## src/rtl/fc_layer_sequencer.sv

```systemverilog
// Fully-connected layer sequencer: walks 1..3 layers, fetching bias and weight rows per neuron,
// launching the MAC ALU and writing each result neuron. Optional softmax hand-off under FC_SOFTMAX_EN.
module fc_layer_sequencer #(
   parameter int MEM_ADDRESS_WIDTH = 10,
   parameter int LAYER_SZ          = 7,
   parameter int NUM_LAYERS        = 2,
   parameter int L0_IN             = 120,
   parameter int L0_OUT            = 84,
   parameter int L1_OUT            = 10,
   parameter int L2_OUT            = 10,
   parameter logic [MEM_ADDRESS_WIDTH-1:0] WEIGHT_BASE = '0
) (
   input  logic                         clk,
   input  logic                         rst,
   input  logic                         clk_en,
   input  logic                         CNN_ready,
   output logic                         o_DMA_read,
   output logic [MEM_ADDRESS_WIDTH-1:0] o_DMA_address,
   output logic [LAYER_SZ-1:0]          o_DMA_count,
   input  logic                         DMA_ready,
   output logic                         o_ALU_clear,
   output logic                         o_ALU_en,
   output logic [1:0]                   o_ALU_load,
   input  logic                         ALU_ready,
   output logic                         o_Neuron_en,
   output logic [1:0]                   o_Neuron_layer,
   output logic [LAYER_SZ-1:0]          o_Neuron_address,
   output logic [1:0]                   o_datasrc,
   output logic                         o_busy,
   output logic                         o_done,
   output logic                         o_softmax_start,
   input  logic                         softmax_done
);

   typedef enum logic [3:0] {
      S_IDLE, S_BIAS_REQ, S_BIAS_WAIT, S_W_REQ, S_W_WAIT, S_VAL,
      S_ALU_WAIT, S_WRITE, S_FINISH, S_SOFTMAX, S_DONE
   } state_t;

   state_t                         r_state, w_state_nxt;
   logic [1:0]                     r_k, w_k_nxt;
   logic [LAYER_SZ-1:0]            r_n, w_n_nxt;
   logic [MEM_ADDRESS_WIDTH-1:0]   r_ptr, w_ptr_nxt;
   logic [LAYER_SZ-1:0]            w_in_k, w_out_k;
   logic [1:0]                     w_src_nxt, w_load_nxt;

   logic                           r_read, r_clear, r_alu_en, r_neuron_en, r_busy, r_done;
   logic [MEM_ADDRESS_WIDTH-1:0]   r_addr;
   logic [LAYER_SZ-1:0]            r_count, r_naddr;
   logic [1:0]                     r_load, r_src, r_nlayer;

   function automatic logic [LAYER_SZ-1:0] in_of(input logic [1:0] k);
      case (k)
         2'd0:    in_of = LAYER_SZ'(L0_IN);
         2'd1:    in_of = LAYER_SZ'(L0_OUT);
         default: in_of = LAYER_SZ'(L1_OUT);
      endcase
   endfunction

   function automatic logic [LAYER_SZ-1:0] out_of(input logic [1:0] k);
      case (k)
         2'd0:    out_of = LAYER_SZ'(L0_OUT);
         2'd1:    out_of = LAYER_SZ'(L1_OUT);
         default: out_of = LAYER_SZ'(L2_OUT);
      endcase
   endfunction

   always_comb begin
      w_state_nxt = r_state;
      w_k_nxt     = r_k;
      w_n_nxt     = r_n;
      w_ptr_nxt   = r_ptr;
      w_in_k      = in_of(r_k);
      w_out_k     = out_of(r_k);
      case (r_state)
         S_IDLE: begin
            if (CNN_ready) begin
               w_k_nxt     = '0;
               w_n_nxt     = '0;
               w_ptr_nxt   = WEIGHT_BASE;
               w_state_nxt = S_BIAS_REQ;
            end
         end
         S_BIAS_REQ:  w_state_nxt = S_BIAS_WAIT;
         S_BIAS_WAIT: begin
            if (DMA_ready) begin
               w_ptr_nxt   = r_ptr + MEM_ADDRESS_WIDTH'(1);
               w_state_nxt = S_W_REQ;
            end
         end
         S_W_REQ:     w_state_nxt = S_W_WAIT;
         S_W_WAIT: begin
            if (DMA_ready) begin
               w_ptr_nxt   = r_ptr + MEM_ADDRESS_WIDTH'(w_in_k);
               w_state_nxt = S_VAL;
            end
         end
         S_VAL:       w_state_nxt = S_ALU_WAIT;
         S_ALU_WAIT:  if (ALU_ready) w_state_nxt = S_WRITE;
         S_WRITE: begin
            if (r_n < (w_out_k - LAYER_SZ'(1))) begin
               w_n_nxt     = r_n + LAYER_SZ'(1);
               w_state_nxt = S_BIAS_REQ;
            end else if (r_k < 2'(NUM_LAYERS - 1)) begin
               w_k_nxt     = r_k + 2'd1;
               w_n_nxt     = '0;
               w_state_nxt = S_BIAS_REQ;
            end else begin
               w_state_nxt = S_FINISH;
            end
         end
`ifdef FC_SOFTMAX_EN
         S_FINISH:    w_state_nxt = S_SOFTMAX;
         S_SOFTMAX:   if (softmax_done) w_state_nxt = S_DONE;
`else
         S_FINISH:    w_state_nxt = S_DONE;
         S_SOFTMAX:   w_state_nxt = S_DONE;
`endif
         S_DONE:      if (!CNN_ready) w_state_nxt = S_IDLE;
         default:     w_state_nxt = S_IDLE;
      endcase
   end

   // Operand routing follows the state being entered so it lines up with the registered strobes.
   always_comb begin
      w_src_nxt  = 2'd0;
      w_load_nxt = 2'd0;
      case (w_state_nxt)
         S_BIAS_REQ, S_BIAS_WAIT: begin
            w_src_nxt  = 2'd3;
            w_load_nxt = 2'd1;
         end
         S_W_REQ, S_W_WAIT: begin
            w_src_nxt  = 2'd3;
            w_load_nxt = 2'd2;
         end
         S_VAL, S_ALU_WAIT, S_WRITE, S_FINISH: w_src_nxt = w_k_nxt;
         S_SOFTMAX, S_DONE:                    w_src_nxt = 2'(NUM_LAYERS);
         default: ;
      endcase
   end

   always_ff @(posedge clk or posedge rst) begin
      if (rst) begin
         r_state <= S_IDLE;
         r_k     <= '0;
         r_n     <= '0;
         r_ptr   <= WEIGHT_BASE;
      end else if (clk_en) begin
         r_state <= w_state_nxt;
         r_k     <= w_k_nxt;
         r_n     <= w_n_nxt;
         r_ptr   <= w_ptr_nxt;
      end
   end

   always_ff @(posedge clk or posedge rst) begin
      if (rst) begin
         r_read      <= 1'b0;
         r_clear     <= 1'b0;
         r_alu_en    <= 1'b0;
         r_neuron_en <= 1'b0;
         r_busy      <= 1'b0;
         r_done      <= 1'b0;
         r_addr      <= '0;
         r_count     <= '0;
         r_naddr     <= '0;
         r_nlayer    <= '0;
         r_load      <= '0;
         r_src       <= '0;
      end else if (clk_en) begin
         r_read      <= (w_state_nxt == S_BIAS_REQ) || (w_state_nxt == S_W_REQ);
         r_clear     <= (w_state_nxt == S_BIAS_REQ);
         r_alu_en    <= (w_state_nxt == S_VAL);
         r_neuron_en <= (w_state_nxt == S_WRITE);
         r_busy      <= (w_state_nxt != S_IDLE) && (w_state_nxt != S_DONE);
         r_done      <= (w_state_nxt == S_DONE);
         r_load      <= w_load_nxt;
         r_src       <= w_src_nxt;
         if (w_state_nxt == S_BIAS_REQ) begin
            r_addr  <= w_ptr_nxt;
            r_count <= LAYER_SZ'(1);
         end else if (w_state_nxt == S_W_REQ) begin
            r_addr  <= w_ptr_nxt;
            r_count <= w_in_k;
         end
         if (w_state_nxt == S_WRITE) begin
            r_nlayer <= r_k + 2'd1;
            r_naddr  <= r_n;
         end
      end
   end

`ifdef FC_SOFTMAX_EN
   logic r_sm_start;
   always_ff @(posedge clk or posedge rst) begin
      if (rst)
         r_sm_start <= 1'b0;
      else if (clk_en)
         r_sm_start <= (w_state_nxt == S_SOFTMAX) && (r_state != S_SOFTMAX);
   end
   assign o_softmax_start = r_sm_start & clk_en;
`else
   logic w_unused_softmax;
   assign w_unused_softmax = softmax_done;
   assign o_softmax_start  = 1'b0;
`endif

   // Strobes are gated so a frozen cycle never repeats them.
   assign o_DMA_read       = r_read & clk_en;
   assign o_ALU_clear      = r_clear & clk_en;
   assign o_ALU_en         = r_alu_en & clk_en;
   assign o_Neuron_en      = r_neuron_en & clk_en;
   assign o_DMA_address    = r_addr;
   assign o_DMA_count      = r_count;
   assign o_ALU_load       = r_load;
   assign o_Neuron_layer   = r_nlayer;
   assign o_Neuron_address = r_naddr;
   assign o_datasrc        = r_src;
   assign o_busy           = r_busy;
   assign o_done           = r_done;

endmodule
```

## config.mk

```make
export PLATFORM = sky130hd
export DESIGN_NAME = fc_layer_sequencer
export DESIGN_NICKNAME = d
export VERILOG_FILES = /design/src/rtl/fc_layer_sequencer.sv
export SDC_FILE = /design/constraint.sdc
export NUM_CORES = 1
export LEC_CHECK = 0
export ABC_AREA = 1
export CELL_PAD_IN_SITES_DETAIL_PLACEMENT = 2
export CELL_PAD_IN_SITES_GLOBAL_PLACEMENT = 2
export CORE_MARGIN = 10
export CORE_UTILIZATION = 30
export DETAILED_ROUTE_END_ITERATION = 12
export GPL_TIMING_DRIVEN = 0
export PLACE_DENSITY = 0.87
export REMOVE_ABC_BUFFERS = 1
export SETUP_SLACK_MARGIN = 0.05
export SLEW_MARGIN = 20
export SYNTH_ARGS = -nofsm -noshare
export SYNTH_HDL_FRONTEND = slang
export SYNTH_SLANG_ARGS = --single-unit
```

## constraint.sdc

```tcl
create_clock -name clk -period 4.2 [get_ports clk]
set_input_delay 0.42 -clock clk [delete_from_list [all_inputs] [get_ports clk]]
set_output_delay 0.42 -clock clk [all_outputs]
set_load 0.05 [all_outputs]
```

## Yosys cells after proc, flatten, opt, wreduce, memory -nomap -nowiden

Index checks and enable logic that the tools add are counted.

- Word-level logic and storage cells: 95
- Bits in registers: 59
- Input port bits: 7
- Output and inout bits: 37

- $lt $le $gt $ge: 2
- Reductions and logical operators: 16
- Eq/ne operators: 24
- Add/sub/neg operators: 5
- Muxes and demuxes: 28
- Bitwise gates (word level): 4

Operators by type and width:

| cell | count |
|---|---|
| 10-bit 2-to-1 mux | 5 |
| 7-bit 2-to-1 mux | 6 |
| 4-bit case mux with 10 select lines | 1 |
| 4-bit by 3-bit equality test with 1-bit output (second input constant) | 8 |
| 10-bit case mux with 3 select lines | 1 |
| 4-bit 2-to-1 mux | 7 |
| 7-bit case mux with 2 select lines | 2 |
| 4-bit equality test (second input constant) | 6 |
| 4-bit by 2-bit equality test with 1-bit output (second input constant) | 4 |
| 10-bit by 1-bit adder with 10-bit output (second input constant) | 1 |
| 10-bit by 7-bit adder with 10-bit output | 1 |
| 4-bit by 1-bit equality test with 1-bit output (second input constant) | 2 |
| 2-bit case mux with 2 select lines | 2 |
| 2-bit OR reduction | 4 |
| 4-bit OR reduction | 2 |
| 7-bit by 1-bit adder with 7-bit output (second input constant) | 1 |
| 7-bit < comparator | 1 |
| 7-bit by 1-bit subtractor with 7-bit output (second input constant) | 1 |
| 2-bit 2-to-1 mux | 3 |
| 2-bit case mux with 3 select lines | 1 |
| 1-bit AND | 4 |
| 4-bit zero test | 1 |
| 4-bit != test (second input constant) | 1 |
| 2-bit AND reduction | 2 |
| 11 further kinds | 12 |

## Logic depth before layout (Yosys ltp)

Gate-level depths: netlist of the first run.

- Depth in word-level cells: 9
- Gate-level depth with buffers: 18
- Gate-level depth less buffers: 18

## Worst setup path before layout of the first run

Ideal clock, no wire load.

- Path kind: reg2reg
- Start point: register r_k[1]
- End point: register r_ptr[3]
- Required time: 4.064 ns
- Period minus slack after synthesis: 2.259 ns
- Stages on the path, launching flop included: 11
- Library setup time: 0.136 ns
- Path slack: 1.941 ns
- Buffers on the path: 0
- Arrival: 2.123 ns
- Path through: dfrtp_1 -> inv_1 -> ha_1 -> nor2_1 -> ha_1 -> fa_1 -> or2_2 -> a21oi_1 -> o221ai_1 -> nand2_1 -> o21ai_0

- Word-level cells in the longest chain between the ends: 5
- Elaborated cells between the ends (all ways): 6
- Those cells by class: add/sub (1); eq/ne (1); mux (3); reduce/logical (1)

RTL lines:

| item | line | text |
|---|---|---|
| from (decl) | 41 | `logic [1:0] r_k, w_k_nxt;` |
| from (signal assigned) | 151 | `r_k <= w_k_nxt;` |
| 2-bit by 1-bit equality test with 1-bit output / 2-bit zero test (equally long branches) | 53 | `case (k)` |
| 7-bit case mux with 2 select lines (*) | 53 |  |
| 10-bit by 7-bit adder with 10-bit output (*) | 94 | `w_ptr_nxt = r_ptr + MEM_ADDRESS_WIDTH'(w_in_k);` |
| 10-bit 2-to-1 mux (*) | 93 | `if (DMA_ready) begin` |
| 10-bit case mux with 3 select lines (*) | 75 | `case (r_state)` |
| to (signal assigned) | 153 | `r_ptr <= w_ptr_nxt;` |
| to (decl) | 43 | `logic [MEM_ADDRESS_WIDTH-1:0] r_ptr, w_ptr_nxt;` |

Every way passes the cells marked *; elsewhere a longest branch is shown, timed or not.
A chain may end at the register's enable or synchronous reset.

## Worst setup path in the final report of the first run

- Start point: register r_k[0]
- End point: register r_count[1], in the netlist o_DMA_count[1]

- Word-level cells in the longest chain between the ends: 9
- Elaborated cells between the ends (all ways): 16
- Those cells by class: add/sub (1); order compare (2); eq/ne (3); mux (7); reduce/logical (3)

RTL lines:

| item | line | text |
|---|---|---|
| 2-bit zero test | 53, 61 |  |
| 7-bit 2-to-1 mux | 61 | `case (k)` |
| 7-bit by 1-bit subtractor with 7-bit output | 101 | `if (r_n < (w_out_k - LAYER_SZ'(1))) begin` |
| 7-bit < comparator | 101 |  |
| 4-bit 2-to-1 mux | 101 |  |
| 4-bit case mux with 10 select lines | 75 |  |
| 4-bit by 1-bit equality test with 1-bit output / 4-bit by 2-bit equality test with 1-bit output (equally long branches) | 180, 183 |  |
| 2-bit nonzero test (no source line) | -- |  |
| 2-bit AND reduction (no source line) | -- |  |
| to (signal assigned) | 185 | `r_count <= w_in_k;` |
| to (decl) | 49 | `logic [LAYER_SZ-1:0] r_count, r_naddr;` |

Several ways; a longest one is shown, not always the timed one. The select of a mux whose other input is x is not followed.

==> results of run 1 <==
-- stage by stage --
step                utilization (%)  instances  hold slack [ns]
floorplan                         -        471            0.450
CTS                            38.5        672            0.306
finish                         38.5        672            0.310
global route                   38.5        672            0.311
detailed placement             35.4        656            0.488
global placement               35.2        655            0.464
-- routing by layer --
metal	up-vias	GRT usage, %	share of wire [%]
met3	24	3.57	3.9
met2	66	30.5	52
met4	0	7.09	2.7
met1	1817	19.0	42
li1	1655	-	-
met5	-	0	0
-- worst paths after layout --
kind / from / end / slack (ns)
setup reg to reg: r_k[0] / o_DMA_count[1] / 0.70
max in group asynchronous: rst / r_ptr[5] / 3.41
setup / recovery: r_k[0] / o_DMA_count[1] / 0.70
hold reg to reg: o_DMA_count[0] / o_DMA_count[0] / 0.49
min in group clk: o_DMA_count[0] / o_DMA_count[0] / 0.49
hold / removal: rst / o_Neuron_address[5] / 0.31
-- cells by family (layout without fill, tap and decap cells) --
group / Yosys count / after routing / synth area share (%)
AO/OA/AOI/OAI: 75 / 75 / 11.6
XOR/XNOR: 3 / 3 / 0.740
adder cells (fa/ha/maj): 16 / 16 / 5.85
buffers and inverters: 78 / 120 / 9.12
flip-flops: 58 / 58 / 40.8
multiplexers: 1 / 1 / 0.317
other: 1 / 1 / 0.106
AND/OR/NAND/NOR: 255 / 255 / 31.4
-- cell type report --
cell class / instances / share of cell area [%]
Multi-Input combinational cell: 351 / 40.2
Sequential cell: 58 / 32.7
Timing Repair Buffer: 42 / 9.77
Clock buffer: 10 / 5.39
Inverter: 62 / 5.31
Tap cell: 143 / 4.04
Clock inverter: 6 / 2.57
-- power groups by stage --
stage / clock (mW) / combinational [mW] / sequential, mW
after floorplan: 0 / 0.799 / 1.26
after CTS: 0.907 / 1.84 / 0.899
final: 0.890 / 1.82 / 0.898
after global placement: 0 / 1.68 / 0.881
after detailed placement: 0 / 1.76 / 0.900
after global routing: 0.930 / 1.99 / 0.926
-- flip-flops by register name, summed over array words and instances, names as in the netlist --
| register | flops |
|---|---|
| o_done | 1 |
| r_n | 7 |
| o_Neuron_address | 7 |
| r_neuron_en | 1 |
| o_ALU_load | 2 |
| o_datasrc | 2 |
| o_busy | 1 |
| o_Neuron_layer | 2 |
| r_alu_en | 1 |
| r_ptr | 10 |
| o_DMA_count | 6 |
| r_clear | 1 |
| r_state | 4 |
| r_k | 2 |
| r_read | 1 |
| o_DMA_address | 10 |
-- cells in the mapped netlist, types with 2 or more instances --
cell type    n  area share, %
nor3_1       7           0.99
o21ai_1      6           0.85
nor3b_1      2           0.42
o211ai_1     5            1.1
nor3_2       3           0.85
clkbuf_1     7           0.74
nor2_1      38            4.0
or2_2        2           0.35
dfrtp_1     58             41
o221ai_1     2           0.49
nand2_2      3           0.53
buf_6        2           0.63
buf_1        2           0.21
o21ai_0     42            5.9
nand4_1      5           0.88
nand2_1    144             15
a21oi_1     14            2.0
inv_1       57            6.0
buf_4        4           0.85
ha_1        15            5.3
inv_2        5           0.53
nor2_2       2           0.35
xnor2_1      2           0.49
nand3_1     44            6.2
==> reports/results.tsv, run 1 <==
stage	metric	value	unit
timing	timing.setup.tns	0	ns
power	vdd_drop_max	0.000235	V
power	power_leakage	2.17	nW
finish	layout.cells.most_common	nand2_1	
die	fp.dieW	129	um
timing	setup_viol_count_final	0	
synth	ys_seq_area_share	40.8	%
setup_path	worst_ep_arrival	3.72	ns
synth	synth_cell_types	40	
synth	synth_edf_count	0	
timing	final_max_slew_viol_count	0	
clock_network	hold_buffers	0	
power	sequential_share_of_power	24.9	%
clock_network	cts_setup_buffers	0	
finish	layout_common_cells	143 x nand2_1, 58 x dfrtp_1, 56 x inv_1, 44 x nand3_1, 42 x o21ai_0	
clock_network	tritoncts	yes	
die	row_count	39	
status	status	finished, final reports clean	
finish	syn_to_final_growth	24.7	%
clock_network	ctsLongestPathBuffers	2	
global_routing	globalRoute.totalOverflow	0	
setup_path	critical_path.max_stage_delay	0.51	ns
placement	dp_worst_setup_slack	0.828	ns
placement	cell_area_after_placement	4080	um^2
finish	ff_latch_area	1450	um^2
global_routing	via_count_of_the_first_global_routing_pass	4077	
clock_network	cts-resized-gates	0	
die	initial_utilization	30.9	%
clock_network	cts_num_sinks	58	
setup_path	path_cells	inv_1, ha_1, inv_2, ha_1, nand2_1, nor2_1, nand3_2, nand3_4, nand2_2, nand2_2, nand2_1, nand2_2, nand2_2, nand3_1, o21ai_1	
routing	post_drt_via_cell_ratio	5.30	
synth	ys_ff_latch	58	
timing	relSlewSlack	33.0	%
finish	multi_input_gate_area	1780	um^2
power	switchingPower	1.74	mW
setup_path	crit_path_max_fanout	29	
finish	finalInstanceArea	4430	um^2
finish	post_route_cells_drive_above_1_share	7.56	%
setup_path	timing.critical_path.from_type	flip-flop	
timing	timing.clock.skew	0.0112	ns
power	share_clk_of_total_power	24.7	%
synth	ys_async_sr_fraction	100	%
routing	totalWireLength	13.4	mm
placement	detailed_place_hpwl	8.65	mm
global_routing	gr_util_all_layers	16.9	%
power	p_sw_share	48.3	%
die	ioPinCount	44	
setup_path	timing_worst_setup_path_type	reg2reg	
routing	detail_route.first_pass.iterations	4	
timing	timing_worst_slew_pin_value	1.00	ns
setup_path	cpMaxStageDelayCell	nand2_2	
setup_path	worst-endpoint-required	4.41	ns
synth	ys_dominant_reg_cell	dfrtp_1	
global_routing	initial_antenna_violation_count	0	
synth	syn_inst	487	
setup_path	cp_delay_by_family_top	simple AND/OR/NAND/NOR gates	
timing	hold_violations	0	
die	die_footprint	16600	um^2
finish	insertedDiodeCount	0	
routing	vias	3562	
global_routing	global_route_wire_length_before_repair	22.3	mm
min_path	min_path_type	in2async	
power	cellPowerDensity	814	nW/um^2
synth	syn-cell-area	3550	um^2
timing	finalWorstPathRequiredPeriod	3.50	ns
global_routing	grt_max_degree	55	
die	chipHeight	129	um
timing	fmax	0.286	GHz
clock_network	cts_root_buffer	clkbuf_16	
finish	nets	547	
setup_path	worstSetupEndpointType	flip-flop	
power	report.power.total	3.61	mW
clock_network	worst_setup_hold_path_clk_slew	0.06	ns
placement	place.port_buffers	41	
synth	synthesis.yosys.warnings	0	
routing	detail-route-antenna-nets	0	
synth	synthesis.area_per_instance	7.30	um^2
setup_path	critical-path-top-cell-by-count	nand2_2	
routing	route.detailed.wl_per_inst	20.0	um
routing	number_of_drc_markers_after_the_initial_detailed_route_iteration	167	
timing	final.setup.worst_slack	0.698	ns
timing	timing.final.crit_share	83.4	%
timing	grt_setup_unrepaired	false	
placement	place_congestion	0.822	
power	cell_internal_pwr	1.86	mW
setup_path	critical_path_depth	15	
setup_path	cp_num_buf_inv	2	
routing	remaining_drc_errors	0	
run	max_cap_viol_count	0	
finish	num-fill-cells	1336	
clock_network	worstSkewPairLatency	0.34	ns
die	core_area	11500	um^2
setup_path	worst_r2r_path_depth	15	
clock_network	htree_levels	3	
power	combinationalPowerShare	50.5	%
clock_network	cts-buffers-inserted	9	
Power figures use the tool's default switching activity.
==> inputs of run 2 (changes only) <==
==> constraint.sdc (replaced) <==
create_clock -name clk -period 3.4 [get_ports clk]
set_input_delay 0.34 -clock clk [delete_from_list [all_inputs] [get_ports clk]]
set_output_delay 0.34 -clock clk [all_outputs]
set_load 0.05 [all_outputs]
==> run 2 against run 1 <==
Sequential share of layout area shrank 0.14 points; flip-flop and latch count unchanged; worst setup slack got worse by 0.44 ns; via count stayed put; final cell count unchanged; sequential power rose by 24%; combinational power grew 25%; global-route usage grew 0.13 points; critical path type unchanged; largest power group unchanged; highest routed layer unchanged.
==> reports/results.tsv, run 2 (synthesized netlist as in run 1, its figures left out) <==
stage	metric	value	unit
global_routing	via_count_of_the_first_global_routing_pass	4144	
power	cellPowerDensity	1010	nW/um^2
clock_network	cts_num_sinks	58	
die	fp.dieW	129	um
routing	remaining_drc_errors	0	
finish	post_layout_nonfiller_instances	672	
routing	vias	3562	
power	vdd_drop_max	0.000290	V
setup_path	crit-reg2reg-capture	o_DMA_count[1]	
global_routing	globalRoute.totalOverflow	0	
finish	layout_common_cells	143 x nand2_1, 58 x dfrtp_1, 56 x inv_1, 44 x nand3_1, 42 x o21ai_0	
timing	timing_worst_slew_pin_value	1.04	ns
timing	timing.clock.skew	0.0122	ns
timing	final_max_slew_viol_count	0	
clock_network	worstSkewPairLatency	0.34	ns
min_path	min_path_type	in2async	
placement	detailed_place_hpwl	8.65	mm
placement	place_congestion	0.822	
routing	route.detailed.wl_per_inst	20.2	um
finish	multi_input_gate_area	1800	um^2
placement	place.port_buffers	41	
clock_network	cts_setup_buffers	0	
routing	number_of_drc_markers_after_the_initial_detailed_route_iteration	184	
finish	ff_latch_area	1450	um^2
die	initial_utilization	30.9	%
global_routing	initial_antenna_violation_count	0	
routing	detail-route-antenna-nets	0	
setup_path	worstSetupEndpointType	flip-flop	
timing	final.hold.worst_slack	0.228	ns
setup_path	worst_r2r_path_depth	13	
setup_path	timing_worst_setup_path_type	reg2reg	
setup_path	timing.rr.start	r_k[0]	
global_routing	gr_util_all_layers	17.1	%
clock_network	cts-buffers-inserted	9	
global_routing	grt_max_degree	55	
setup_path	crit_path_max_fanout	29	
finish	nets	547	
setup_path	worst-endpoint-required	3.66	ns
clock_network	tritoncts	yes	
timing	fmax	0.318	GHz
finish	num-fill-cells	1328	
routing	totalWireLength	13.6	mm
die	row_count	39	
finish	syn_to_final_growth	25.2	%
clock_network	hold_buffers	0	
die	ioPinCount	44	
routing	post_drt_via_cell_ratio	5.30	
timing	grt_setup_unrepaired	false	
placement	placed_cells_incl_taps	656	
clock_network	cts_root_buffer	clkbuf_16	
clock_network	ctsLongestPathBuffers	2	
timing	timing.final.crit_share	92.5	%
timing	setup_viol_count_final	0	
setup_path	worst_ep_arrival	3.41	ns
global_routing	global_route_wire_length_before_repair	22.4	mm
clock_network	worst_setup_hold_path_clk_slew	0.06	ns
timing	hold_violations	0	
routing	detail_route.first_pass.iterations	5	
timing	timing.setup.tns	0	ns
timing	relSlewSlack	30.3	%
die	core_area	11500	um^2
die	chipHeight	129	um
finish	layout.cells.most_common	nand2_1	
status	status	finished, final reports clean	
run	max_cap_viol_count	0	
finish	post_route_cells_drive_above_1_share	7.56	%
timing	finalWorstPathRequiredPeriod	3.14	ns
finish	insertedDiodeCount	0	
setup_path	timing.critical_path.from_type	flip-flop	
clock_network	htree_levels	3	
die	die_footprint	16600	um^2
power	power_leakage	2.18	nW
setup_path	rrSetupSlack	0.26	ns
## run 2: cell types whose count changed in the layout (fill, tap and decap cells not counted)
cell,previous run,this run
nand2_2,4,2
nand2_4,0,1
nand2_8,0,1
## run 2: worst max-delay path, cell delays in order (launching register included)
cell and delay [ns]:
dfrtp_1 0.43, inv_1 0.17, ha_1 0.37, inv_2 0.16, ha_1 0.32, a21oi_1 0.32, nand3_4 0.16, nand2_2 0.09
nand2_2 0.09, nand2_1 0.20, nand2_8 0.20, nand2_4 0.24, nand3_1 0.15, o21ai_1 0.15
## run 2: layout make-up
cell class                 instances  share of cell area, %
multi-input combinational        351                   40.4
inverter                          62                   5.29
timing repair buffer              42                   9.73
tap                              143                   4.02
clock inverter                     6                   2.56
sequential                        58                   32.6
clock buffer                      10                   5.37
## run 2: per-layer routing
layer  global-route usage [%]  wire length [um]
met1                     19.0              5700
met2                     30.8              6990
met3                     3.70               540
met4                     7.42               367
met5                        0                 0
## run 2: how the worst max path moves through the flow
stage | startpoint | endpoint | slack (ns) | cells after the start
floorplan | r_k[1] | o_DMA_count[1] | 0.71 | 15
global placement | clk_en | o_DMA_count[1] | -0.44 | 5
CTS | r_k[0] | o_DMA_count[1] | 0.11 | 15
global route | r_k[1] | o_DMA_count[1] | 0.04 | 13
detailed placement | r_k[0] | o_DMA_count[1] | 0.03 | 15
finish | r_k[0] | o_DMA_count[1] | 0.26 | 13
## run 2: report_power, final
group	internal (mW)	leakage (nW)	switching (mW)
clock	0.737	0.165	0.368
combinational	0.659	1.25	1.62
sequential	0.913	0.765	0.198
total	2.31	2.18	2.19
## run 2: stage by stage
step                power, mW  util, %  setup WS, ns  cell area, um^2
floorplan                2.54        -         0.711             3460
global placement         3.17     35.2        -0.437             4050
detailed placement       3.29     35.4        0.0276             4080
CTS                      4.51     38.5         0.113             4440
global route             4.78     38.6        0.0401             4450
finish                   4.50     38.6         0.255             4450
## run 2: timing repair
item | CTS | global route
gates resized for setup | 1 | 2
setup endpoints to repair | 12 | 13
hold endpoints to repair | 0 | 0
